### src/rtl/gbuff_drain_pkg.sv
// ---------------------------------------------------------------------------
// gbuff_drain_pkg
//   Shared definitions for the global-buffer drain block:
//     - default data/address/length widths and FIFO depth
//     - FSM state encoding (IDLE / RUN / FLUSH / DONE)
//     - helper to size FIFO pointers
//   Optional feature macro used by the top: GBUFF_DRAIN_STRIDE_EN
// ---------------------------------------------------------------------------
package gbuff_drain_pkg;

    localparam int DW_DEF         = 32;   // data word width
    localparam int AW_DEF         = 10;   // SRAM word-address width
    localparam int LW_DEF         = 11;   // length counter width (len up to 2**AW)
    localparam int FIFO_DEPTH_DEF = 4;    // return-data buffer entries

    // Pointer width for a power-of-two FIFO; never narrower than one bit.
    function automatic int ptr_width(input int depth);
        return (depth > 1) ? $clog2(depth) : 1;
    endfunction

    localparam int FIFO_PTR_W = ptr_width(FIFO_DEPTH_DEF);

    typedef enum logic [1:0] {
        ST_IDLE  = 2'd0,
        ST_RUN   = 2'd1,
        ST_FLUSH = 2'd2,
        ST_DONE  = 2'd3
    } state_t;

endpackage : gbuff_drain_pkg

### src/rtl/gbuff_drain_fifo.sv
// ---------------------------------------------------------------------------
// gbuff_drain_fifo
//   DEPTH x DW synchronous FIFO with occupancy count. Read data is the head
//   entry presented combinationally (first-word fall-through). A push and a
//   pop in the same cycle are accepted even when full (the freed slot takes
//   the new word) and leave the count unchanged.
// Ports
//   clk          in   clock
//   rst          in   synchronous active-high reset (empties the FIFO)
//   i_push       in   write i_push_data this cycle
//   i_push_data  in   DW   data to write
//   i_pop        in   remove head entry this cycle
//   o_pop_data   out  DW   head entry (valid when !o_empty)
//   o_count      out  CW   number of stored entries
//   o_full       out  FIFO holds DEPTH entries
//   o_empty      out  FIFO holds no entries
// ---------------------------------------------------------------------------
module gbuff_drain_fifo
    import gbuff_drain_pkg::*;
#(
    parameter int DW    = DW_DEF,
    parameter int DEPTH = FIFO_DEPTH_DEF,
    localparam int PW   = ptr_width(DEPTH),
    localparam int CW   = PW + 1
) (
    input  logic          clk,
    input  logic          rst,
    input  logic          i_push,
    input  logic [DW-1:0] i_push_data,
    input  logic          i_pop,
    output logic [DW-1:0] o_pop_data,
    output logic [CW-1:0] o_count,
    output logic          o_full,
    output logic          o_empty
);

    logic [DW-1:0] r_mem [DEPTH];
    logic [PW-1:0] r_wr_ptr;
    logic [PW-1:0] r_rd_ptr;
    logic [CW-1:0] r_count;

    logic w_do_push;
    logic w_do_pop;

    assign o_full  = (r_count == CW'(DEPTH));
    assign o_empty = (r_count == '0);

    assign w_do_pop  = i_pop && !o_empty;
    assign w_do_push = i_push && (!o_full || w_do_pop);

    // NOTE: sequential state is written with non-blocking assignments so every
    // register samples the pre-edge values of the others, independent of order.
    always_ff @(posedge clk) begin
        if (rst) begin
            r_wr_ptr <= '0;
            r_rd_ptr <= '0;
            r_count  <= '0;
        end else begin
            if (w_do_push) r_wr_ptr <= r_wr_ptr + PW'(1);
            if (w_do_pop)  r_rd_ptr <= r_rd_ptr + PW'(1);
            case ({w_do_push, w_do_pop})
                2'b10:   r_count <= r_count + CW'(1);
                2'b01:   r_count <= r_count - CW'(1);
                default: r_count <= r_count;
            endcase
        end
    end

    // NOTE: the storage array has no reset; emptiness is tracked by the
    // pointers/count, so stale contents are never observable and the array
    // can map onto plain RAM or flops without a reset tree.
    always_ff @(posedge clk) begin
        if (w_do_push) r_mem[r_wr_ptr] <= i_push_data;
    end

    assign o_pop_data = r_mem[r_rd_ptr];
    assign o_count    = r_count;

endmodule : gbuff_drain_fifo

### src/rtl/gbuff_drain.sv
// ---------------------------------------------------------------------------
// gbuff_drain
//   Unloads a region of the output global buffer (1-cycle registered-read
//   SRAM) onto a valid/ready stream. A start pulse in IDLE captures base/len;
//   reads are issued while credit remains in the return FIFO, returned words
//   are buffered and streamed out with last on the final word, and done
//   pulses for one cycle after that word is accepted.
//
// Configuration
//   GBUFF_DRAIN_STRIDE_EN  defined: adds i_stride (captured with start),
//                          address step = stride. Undefined: step = 1.
//
// Ports
//   clk          in   clock
//   rst          in   synchronous active-high reset
//   i_start      in   command strobe, sampled only in IDLE
//   i_base       in   AW   first word address
//   i_len        in   LW   number of words to drain
//   i_stride     in   AW   address step (only with GBUFF_DRAIN_STRIDE_EN)
//   o_sram_wen   out  SRAM write enable, always 0
//   o_sram_addr  out  AW   SRAM word address
//   o_sram_rd    out  read issued this cycle
//   i_sram_do    in   DW   SRAM read data (valid the cycle after o_sram_rd)
//   o_out_valid  out  stream word valid
//   i_out_ready  in   sink ready
//   o_out_data   out  DW   stream word (0 when not valid)
//   o_out_last   out  final word of the command
//   o_busy       out  command in progress (RUN/FLUSH)
//   o_done       out  one-cycle completion pulse
// ---------------------------------------------------------------------------
module gbuff_drain
    import gbuff_drain_pkg::*;
#(
    parameter int DW         = DW_DEF,
    parameter int AW         = AW_DEF,
    parameter int LW         = LW_DEF,
    parameter int FIFO_DEPTH = FIFO_DEPTH_DEF
) (
    input  logic          clk,
    input  logic          rst,
    input  logic          i_start,
    input  logic [AW-1:0] i_base,
    input  logic [LW-1:0] i_len,
`ifdef GBUFF_DRAIN_STRIDE_EN
    input  logic [AW-1:0] i_stride,
`endif
    output logic          o_sram_wen,
    output logic [AW-1:0] o_sram_addr,
    output logic          o_sram_rd,
    input  logic [DW-1:0] i_sram_do,
    output logic          o_out_valid,
    input  logic          i_out_ready,
    output logic [DW-1:0] o_out_data,
    output logic          o_out_last,
    output logic          o_busy,
    output logic          o_done
);

    localparam int CW = ptr_width(FIFO_DEPTH) + 1;

    state_t        r_state;
    state_t        w_state_nxt;

    logic [LW-1:0] r_len;
    logic [LW-1:0] r_issued;
    logic [LW-1:0] r_accepted;
    logic [AW-1:0] r_addr;
    logic          r_inflight;    // a read was issued last cycle; its data is on i_sram_do now
    logic [AW-1:0] w_step;

    logic [DW-1:0] w_fifo_data;
    logic [CW-1:0] w_fifo_count;
    logic          w_fifo_full;
    logic          w_fifo_empty;
    logic          w_pop;
    logic          w_credit_ok;
    logic          w_accept_cmd;

`ifdef GBUFF_DRAIN_STRIDE_EN
    logic [AW-1:0] r_stride;

    always_ff @(posedge clk) begin
        if (rst) begin
            r_stride <= '0;
        end else if (w_accept_cmd) begin
            r_stride <= i_stride;
        end
    end

    assign w_step = r_stride;
`else
    assign w_step = AW'(1);
`endif

    assign w_accept_cmd = (r_state == ST_IDLE) && i_start;

    // Credit: every issued read must find a FIFO slot when its data returns,
    // so stored words plus the one in flight must stay below the depth.
    assign w_credit_ok = ({1'b0, w_fifo_count} + (CW+1)'(r_inflight)) < (CW+1)'(FIFO_DEPTH);

    // ---------------- FSM: state register ----------------
    always_ff @(posedge clk) begin
        if (rst) r_state <= ST_IDLE;
        else     r_state <= w_state_nxt;
    end

    // ---------------- FSM: next-state logic ----------------
    // NOTE: combinational blocks assign a default to every output first, so no
    // path leaves a signal unassigned and no latch is inferred.
    always_comb begin
        w_state_nxt = r_state;
        case (r_state)
            ST_IDLE: begin
                if (i_start) w_state_nxt = (i_len == '0) ? ST_DONE : ST_RUN;
            end
            ST_RUN: begin
                if (r_issued == r_len) w_state_nxt = ST_FLUSH;
            end
            ST_FLUSH: begin
                if (w_pop && o_out_last) w_state_nxt = ST_DONE;
            end
            ST_DONE: begin
                w_state_nxt = ST_IDLE;
            end
            default: w_state_nxt = ST_IDLE;
        endcase
    end

    // ---------------- FSM: outputs ----------------
    always_comb begin
        o_sram_rd = 1'b0;
        o_busy    = 1'b0;
        o_done    = 1'b0;
        case (r_state)
            ST_RUN: begin
                o_busy    = 1'b1;
                o_sram_rd = (r_issued != r_len) && w_credit_ok;
            end
            ST_FLUSH: o_busy = 1'b1;
            ST_DONE:  o_done = 1'b1;
            default: ;
        endcase
    end

    // ---------------- address generator / counters ----------------
    always_ff @(posedge clk) begin
        if (rst) begin
            r_len      <= '0;
            r_issued   <= '0;
            r_accepted <= '0;
            r_addr     <= '0;
            r_inflight <= 1'b0;
        end else begin
            r_inflight <= o_sram_rd;
            if (w_accept_cmd) begin
                r_len      <= i_len;
                r_addr     <= i_base;
                r_issued   <= '0;
                r_accepted <= '0;
            end else begin
                if (o_sram_rd) begin
                    r_addr   <= r_addr + w_step;   // wraps modulo 2**AW
                    r_issued <= r_issued + LW'(1);
                end
                if (w_pop) r_accepted <= r_accepted + LW'(1);
            end
        end
    end

    // ---------------- return-data FIFO ----------------
    gbuff_drain_fifo #(
        .DW    (DW),
        .DEPTH (FIFO_DEPTH)
    ) u_fifo (
        .clk         (clk),
        .rst         (rst),
        .i_push      (r_inflight),
        .i_push_data (i_sram_do),
        .i_pop       (w_pop),
        .o_pop_data  (w_fifo_data),
        .o_count     (w_fifo_count),
        .o_full      (w_fifo_full),
        .o_empty     (w_fifo_empty)
    );

    // The credit rule guarantees the returning word never meets a full FIFO.
    a_no_overflow : assert property (@(posedge clk) disable iff (rst)
        r_inflight |-> (!w_fifo_full || w_pop));

    // ---------------- stream side ----------------
    assign o_out_valid = !w_fifo_empty;
    assign w_pop       = o_out_valid && i_out_ready;
    assign o_out_data  = o_out_valid ? w_fifo_data : '0;
    assign o_out_last  = o_out_valid && (r_accepted == (r_len - LW'(1)));

    assign o_sram_wen  = 1'b0;
    assign o_sram_addr = r_addr;

endmodule : gbuff_drain

### config.mk
export PLATFORM = sky130hd
export DESIGN_NAME = gbuff_drain
export DESIGN_NICKNAME = d
export VERILOG_FILES = /design/src/rtl/gbuff_drain_pkg.sv /design/src/rtl/gbuff_drain_fifo.sv /design/src/rtl/gbuff_drain.sv
export SDC_FILE = /design/constraint.sdc
export NUM_CORES = 1
export LEC_CHECK = 0
export BUFFER_PORTS_ARGS = -buffer_cell sky130_fd_sc_hd__buf_2
export CORE_ASPECT_RATIO = 0.9
export CORE_UTILIZATION = 50
export DETAILED_ROUTE_END_ITERATION = 8
export PLACE_DENSITY = 0.7
export SLEW_MARGIN = 20
export SYNTH_ARGS = -nofsm -noshare
export SYNTH_HDL_FRONTEND = slang
export SYNTH_SLANG_ARGS = --single-unit
### constraint.sdc
create_clock -name clk -period 2.7 [get_ports clk]
set_clock_uncertainty 0.05 [all_clocks]
set_input_delay 0.27 -clock clk [delete_from_list [all_inputs] [get_ports clk]]
set_output_delay 0.27 -clock clk [all_outputs]
set_load 0.005 [all_outputs]
# Yosys cells after proc, flatten, opt, wreduce, memory -nomap -nowiden
# Memory sizes are Yosys's and may differ from the RTL's. A register that Yosys moved wholly into a read port is not among the register bits.
# Index checks and enable logic that the tools add are counted.
[op_classes]
order_cmp = 1
n_eq_ne = 12
n_mux = 16
n_addsub = 9
n_reduce_logical = 18
[op_table]
columns = ["operator", "count"]
rows = [
  ["$mux 32", 1],
  ["$add 11x1->11 const B", 2],
  ["$eq 11x11->1", 2],
  ["$mux 10", 2],
  ["$mux 2", 6],
  ["$logic_not 11->1", 1],
  ["$ne 11x11->1", 1],
  ["$sub 11x1->11 const B", 1],
  ["$add 10x1->10 const B", 1],
  ["$pmux 2 s4", 1],
  ["$logic_and 1x1->1", 7],
  ["$eq 2x2->1 const B", 3],
  ["$ne 2x2->1 const B", 3],
  ["$pmux 3 s2", 1],
  ["$mux 1", 5],
  ["$add 2x1->2 const B", 2],
  ["$add 3x1->4", 1],
  ["$eq 2x1->1 const B", 2],
  ["$lt 4x3->1 const B", 1],
  ["$reduce_bool 2->1", 2],
  ["$reduce_or 2->1", 2],
  ["$add 3x1->3 const B", 1],
  ["$eq 3x3->1 const B", 1],
  ["$logic_not 3->1", 1],
  ["5 further kinds", 6],
]
[word_totals]
output_inout_bits = 48
ff_bits = 53
n_memories = 1
elab_cells = 66
ramBits = 128
in_bits = 57
[mem_list]
columns = ["name", "depth", "word_bits", "read_ports", "rd_ports_with_merged_regs", "write_ports", "line_no", "text"]
rows = [
  ["u_fifo.r_mem", 4, 32, 1, 1, 1, "gbuff_drain_fifo.sv:37", "logic [DW-1:0] r_mem [DEPTH];"],
]

# Longest topological paths before layout
# Gate-level depths: netlist of the first run.
[depth]
depth_word = 8
ltp_mapped = 10
depth_no_buf = 10

# Modules after synthesis
# From an unflattened synthesis of the first run, not the netlist that was laid out.
[hier_totals]
cells_unflattened = 598
area_unflattened_um2 = 8064.0
[by_module_without_submodules]
columns = ["mod", "cells_each", "seq_area_each_um2", "area_per_inst_um2", "n_inst"]
rows = [
  ["gbuff_drain_fifo", 221, 4023.9, 5146.2, 1],
  ["gbuff_drain", 377, 920.9, 2917.8, 1],
]

# Least setup slack after synthesis of the first run
# Ideal clock, no wire load.
[synth_timing]
kind = "register to register"
from = "register r_len[0]"
to = "register r_state[1]"
path_buffers = 1
arrival_time_ps = 2385
setup_slack_ps = 185
t_required_ps = 2571
period_less_slack_ps = 2515
stages_incl_launch_ff = 9
setup_ps = 79
cell_sequence = "dfxtp_1 > buf_6 > or4_4 > or3_1 > a2111oi_2 > o2111ai_1 > a211oi_2 > a211oi_1 > a211oi_2"
[synth_between]
elab_chain_len = 6
elab_cells_between_ends = 8
cone_classes = "add/sub (1); eq/ne (4); reduce/logical (3)"
[synth_rtl]
columns = ["item", "line_no", "text"]
rows = [
  ["from (decl)", "gbuff_drain.sv:64", "logic [LW-1:0] r_len;"],
  ["from (signal assigned)", "gbuff_drain.sv:156", "r_len <= i_len;"],
  ["$sub 11x1->11", "gbuff_drain.sv:194", "assign o_out_last = o_out_valid && (r_accepted == (r_len - LW'(1)));"],
  ["$eq 11x11->1", "gbuff_drain.sv:194", ""],
  ["$logic_and 1x1->1", "gbuff_drain.sv:194", ""],
  ["named net o_out_last", "gbuff_drain.sv:54", "output logic o_out_last,"],
  ["$logic_and 1x1->1", "gbuff_drain.sv:120", "if (w_pop && o_out_last) w_state_nxt = ST_DONE;"],
  ["$ne 2x2->1 (no line)", "--", ""],
  ["$reduce_and 3->1 (no line)", "--", ""],
  ["to (signal assigned)", "gbuff_drain.sv:104", "else r_state <= w_state_nxt;"],
  ["to (decl)", "gbuff_drain.sv:61", "state_t r_state;"],
]
# The timed path passes the listed nets, and every way through them passes these cells.
# A chain may end at the register's enable or synchronous reset.

# Worst setup path in the final report of the first run
[layout_timing]
from = "register r_len[0]"
to = "output port o_out_last"
[layout_between]
elab_chain_len = 3
[layout_rtl]
columns = ["item", "line_no"]
rows = [
  ["$sub 11x1->11", "gbuff_drain.sv:194"],
  ["$eq 11x11->1", "gbuff_drain.sv:194"],
  ["$logic_and 1x1->1", "gbuff_drain.sv:194"],
  ["to (decl)", "gbuff_drain.sv:54"],
]
# Every way passes these cells.

==> results of run 1 <==
## power by group through the flow
stage / registers (uW) / clock network, uW / logic [uW]
2_1_floorplan: 3410 / 0 / 1330
3_3_place_gp: 3460 / 0 / 1880
3_5_place_dp: 3480 / 0 / 1930
4_1_cts: 3420 / 2500 / 1990
5_1_grt: 3440 / 2610 / 2200
6_report: 3420 / 2470 / 2000
## metal layers
metal | global-route usage [%] | vias to the layer above | wire [um]
met5 | 0 | - | 8
met4 | 8.949 | 2 | 388
met3 | 5.870 | 31 | 910
met2 | 34.68 | 139 | 7758
met1 | 26.37 | 2422 | 7078
li1 | - | 2340 | -
## area by class of cell
class                      count  area, um^2  area share, %
clock inverter                14       158.9          1.676
tap                          198       247.7          2.613
inverter                      16       60.06         0.6334
timing repair buffer         145       895.9          9.448
clock buffer                  18       429.2          4.526
sequential                   183        4954          52.24
multi-input combinational    334        2736          28.86
## cell families after synthesis
kind of cell | after synthesis | share of synthesized area (%)
flip-flops | 183 | 63.26
AND/OR/NAND/NOR | 172 | 11.24
XOR/XNOR | 57 | 6.387
AO/OA/AOI/OAI | 53 | 4.658
buffers and inverters | 42 | 2.177
multiplexers | 36 | 9.733
adder cells (fa/ha/maj) | 15 | 2.497
other | 1 | 0.04798
## worst max-delay path, stage by stage (launching register included)
cell and delay, ns:
dfxtp_2 0.32, or4_4 0.53, or3_1 0.36, a2111oi_4 0.30, o2111ai_1 0.17, a211oi_2 0.20, buf_2 0.15
## flip-flops by register name, summed over array words and instances, names as in the netlist, named ones only
register / cells
r_inflight: 1
u_fifo.r_mem: 128
o_sram_addr: 10
r_len: 11
r_accepted: 11
u_fifo.o_count: 3
u_fifo.r_wr_ptr: 2
u_fifo.r_rd_ptr: 2
r_issued: 11
r_state: 2
## worst min-delay path by stage
stage                  startpoint  slack (ns)  depth (start not counted)             endpoint
floorplan                     rst        0.29                          1           r_inflight
global placement    i_sram_do[24]        0.43                          1  u_fifo.r_mem[0][24]
detailed placement   i_sram_do[0]        0.44                          1   u_fifo.r_mem[2][0]
CTS                 i_sram_do[12]      0.0009                          1  u_fifo.r_mem[2][12]
global route        i_sram_do[12]       0.001                          1  u_fifo.r_mem[2][12]
finish              i_sram_do[18]        0.01                          1  u_fifo.r_mem[0][18]
## Yosys cell counts (7+ instances only)
library cell,instances
edfxtp_1,128
dfxtp_1,55
nand2_1,43
nor2_1,41
nor2b_1,33
mux4_2,32
xnor2_1,30
xor2_1,27
clkbuf_1,19
a21oi_1,17
inv_1,15
nand4_1,15
ha_1,14
a211oi_1,13
and3_1,9
o21ai_0,8
and2_1,7
## per-stage QoR
stage          worst slack (ns)  std cells
2_1_floorplan            0.1855        559
3_3_place_gp             0.1468        845
3_5_place_dp            0.05230        845
4_1_cts                 -0.1852        907
5_1_grt                 -0.2062        908
6_report               -0.08467        908
## timing repair
item	4_1_cts	5_1_grt
buffers inserted	4	1
hold endpoints to repair	104	0
gates resized for setup	5	1
endpoints found under the setup margin	1	3
hold buffers	26	0
pin swaps	5	2
==> flow_metrics.tcl, run 1 <==
set metrics [dict create \
    cellLeakagePower_uw 0.003399 \
    routed_wl_um 16140 \
    cts.clk_slew.worst_paths_ns 0.06 \
    p_seq_share_pct 43.4 \
    swShare_pct 28.92 \
    setup.worst_path.class "register to primary output" \
    tightest_slew_ns 0.9086 \
    p_per_area_nw_per_um2 832.0 \
    clkLatencyLatePin_ns 0.43 \
    synth_edf_count 128 \
    pwr-share-clk_pct 31.3 \
    clockBufferDepth 2 \
    drc 0 \
    yosys.area.top_type_share_pct 49.18 \
    antenna_cells 0 \
    synthDistinctLibCells 46 \
    outcome "finished, violations left" \
    r2r_start "r_len[0]" \
    detail-route-antenna-nets 0 \
    syn_area_per_cell_um2 13.98 \
    maxSlewHeadroom_pct 39.43 \
    portBuffers 103 \
    p_switching_uw 2281 \
    coreArea_um2 14980 \
    setup_slack_ns -0.08467 \
    hold_violations 0 \
    synth_cells 559 \
    violations "negative setup slack" \
    die_y_um 120.6 \
    grt_usage_pct 21.15 \
    ys_warn_count 0 \
    crit_fanout 2 \
    drive_above_1_share_pct 27.75 \
    cts-root-buf "clkbuf_16" \
    arrival_ns 2.46 \
    max-vdd-ir-drop_uv 553.2 \
    p_comb_share_pct 25.3 \
    yosys-top-cells-area "edfxtp_1 (49%), dfxtp_1 (14%), mux4_2 (9.2%)" \
    p_int_uw 5607 \
    clkSinkCount 183 \
    place_congestion 0.8634 \
    wl_per_cell_um 17.78 \
    grt_pass1_vias 5021 \
    drv_slew 0 \
    critPathCaptureType "primary output" \
    synth_fp_nets 631 \
    dp_hpwl_um 10200 \
    syn_to_final_growth_pct 21.31 \
    ys_seq_elements 183 \
    vias_per_cell 5.434 \
    finalSetupViolCount 1 \
    r2r-end "r_state[0]" \
    grt_pass1_wl_um 25540 \
    nets 769 \
    n_fill_cell 1126 \
    fin_total_pwr_uw 7889 \
    syn-cell-area_um2 7816 \
    dieWidth_um 133.8 \
    cts_max_level 4 \
    die_area_um2 16140 \
    rows 42 \
    final_util_pct 63.31 \
    antenna_found_initial 1 \
    max-cap-violations 0 \
    synth-seq-area-share_pct 63.26 \
    startpoint "r_len[0]" \
    start_util_pct 52.19 \
    ios 105 \
    placed_area_um2 8571 \
    first_pass_iters 6 \
    grt_max_degree 33 \
    period_minus_slack_ns 2.785 \
    cts_tree "yes" \
    timing.hold.ws_ns 0.01265 \
    crit_end "o_out_last" \
    drtIter0Drc 282 \
    hp-class "input port to register" \
    finalInstanceArea_um2 9482 \
    critPathLaunchType "register" \
    rsz0062_at_grt "yes" \
    vias 4934 \
    synthFlopType "edfxtp_1" \
    async_flop_share_pct 0 \
    grt_overflow_total 0 \
    yosysTopAreaCell "edfxtp_1" \
    final.period_utilization_pct 103.1 \
    fin_setup_tns_ns -0.08467 \
    ff2ff_setup_slack_ns 0.15 \
    crit_required_ns 2.38 \
    final_common_cell "edfxtp_1" \
    cts_buffers 17 \
    reg2reg_depth 9 \
    max_clock_freq_mhz 359.1 \
    most-common-layout-cells "edfxtp_1 (128), buf_2 (103), dfxtp_1 (50), nand2_1 (43), nor2_1 (41)" \
]
No activity file was read; power rests on OpenSTA's default activity.
==> run 2, diff against run 1 <==
--- a/config.mk
+++ b/config.mk
@@ -10,6 +10,7 @@
 export CORE_UTILIZATION = 50
 export DETAILED_ROUTE_END_ITERATION = 8
 export PLACE_DENSITY = 0.7
+export REMOVE_ABC_BUFFERS = 1
 export SLEW_MARGIN = 20
 export SYNTH_ARGS = -nofsm -noshare
 export SYNTH_HDL_FRONTEND = slang
==> flow_metrics.tcl, run 2 (synthesis results as in run 1) <==
set metrics [dict create \
    outcome "finished, violations left" \
    violations "negative setup slack" \
    finalSetupViolCount 1 \
    cts.clk_slew.worst_paths_ns 0.07 \
    rows 42 \
    detail-route-antenna-nets 0 \
    coreArea_um2 14980 \
    wl_per_cell_um 17.13 \
    routed_wl_um 15370 \
    grt_pass1_wl_um 24250 \
    regMostFlops "u_fifo.r_mem" \
    nets 758 \
    clkSinkCount 183 \
    grt_max_degree 34 \
    p_comb_share_pct 26.0 \
    pwr-share-clk_pct 29.9 \
    clkLatencyLatePin_ns 0.42 \
    p_int_uw 5454 \
    crit_fanout 2 \
    antenna_cells 0 \
    clockBufferDepth 2 \
    drive_above_1_share_pct 28.18 \
    tightest_slew_ns 0.8725 \
    dp_hpwl_um 9763 \
    most-common-layout-cells "edfxtp_1 (128), buf_2 (103), dfxtp_1 (52), nand2_1 (43), nor2_1 (41)" \
    die_y_um 120.6 \
    dieWidth_um 133.8 \
    cts_tree "yes" \
    critPathCaptureType "primary output" \
    timing.hold.ws_ns 0.01251 \
    die_area_um2 16140 \
    critPathLaunchType "register" \
    start_util_pct 52.19 \
    hold_violations 0 \
    grt_pass1_vias 4783 \
    p_per_area_nw_per_um2 830.7 \
    arrival_ns 2.49 \
    syn_to_final_growth_pct 19.47 \
    max_clock_freq_mhz 356.2 \
    portBuffers 103 \
    p_switching_uw 2303 \
    drtIter0Drc 368 \
    first_pass_iters 5 \
    grt_usage_pct 19.97 \
    rsz0062_at_grt "yes" \
    hp-class "input port to register" \
    vias 4866 \
    p_seq_share_pct 44.1 \
    setup.worst_path.class "register to primary output" \
    drc 0 \
    max-vdd-ir-drop_uv 573.7 \
    final_common_cell "edfxtp_1" \
    drv_slew 0 \
    max-cap-violations 0 \
    vias_per_cell 5.425 \
    cts_buffers 17 \
    antenna_found_initial 0 \
    setup_slack_ns -0.1076 \
    maxSlewHeadroom_pct 41.84 \
    place_ws_ns 0.07821 \
    crit_required_ns 2.38 \
    cellLeakagePower_uw 0.003333 \
    cts-root-buf "clkbuf_16" \
    n_fill_cell 1133 \
    ios 105 \
    cts_max_level 4 \
    final.period_utilization_pct 104.0 \
    largest_reg_flops 128 \
    period_minus_slack_ns 2.808 \
    grt_overflow_total 0 \
    place_congestion 0.8990 \
    swShare_pct 29.69 \
    final_util_pct 62.35 \
]
-- run 2: path summary, 6_finish.rpt --
path / startpoint / endpoint / slack (ns) / depth (start not counted)
max: r_len[2] / o_out_last / -0.11 / 6
min: i_sram_do[25] / u_fifo.r_mem[3][25] / 0.01 / 1
max reg2reg: r_len[2] / r_state[0] / 0.22 / 8
min reg2reg: r_len[9] / r_len[9] / 0.46 / 2
-- run 2: routing by layer --
metal	vias up	track usage [%]	share of wire, %
met4	0	5.753	0.66
met1	2409	26.62	44
met2	138	32.03	49
li1	2309	-	-
met3	10	5.577	5.8
met5	-	0	0
-- run 2: cell type report --
class	instances	area [um^2]	share of cell area (%)
tap	198	247.7	2.653
inverter	16	60.06	0.6432
timing repair buffer	134	793.3	8.495
multi-input combinational	334	2736	29.30
clock buffer	18	429.2	4.596
sequential	183	4949	52.99
clock inverter	14	122.6	1.313
-- run 2: power by group through the flow --
stage	Combinational (uW)	Sequential, uW	Clock [uW]
finish	2020	3420	2320
global route	2220	3450	2460
CTS	1990	3420	2350
detailed placement	1940	3480	0
global placement	1900	3460	0
floorplan	1210	3490	0
-- run 2: metrics by stage --
step	cell area [um^2]	instances	TNS, ns	power (uW)
6_report	9338	897	-0.1076	7757
3_3_place_gp	8591	846	0	5363
2_1_floorplan	7706	533	-18.72	4696
3_5_place_dp	8591	846	0	5421
4_1_cts	9265	890	-0.1772	7761
5_1_grt	9338	897	-0.2252	8130
-- run 2: timing repair --
| item | 4_1_cts | 5_1_grt |
|---|---|---|
| resized for setup | 2 | 2 |
| hold buffers | 10 | 3 |
| endpoints found under the setup margin | 1 | 3 |
| pin swaps | 5 | 2 |
| setup buffers | 2 | 4 |
| endpoints found under the hold margin | 37 | 9 |
-- run 2: worst max-delay path: stages (launching register included) --
cell	delay (ns)
dfxtp_1	0.31
or4_4	0.54
or3_1	0.37
a2111oi_4	0.30
o2111ai_1	0.18
a211oi_2	0.21
buf_2	0.15
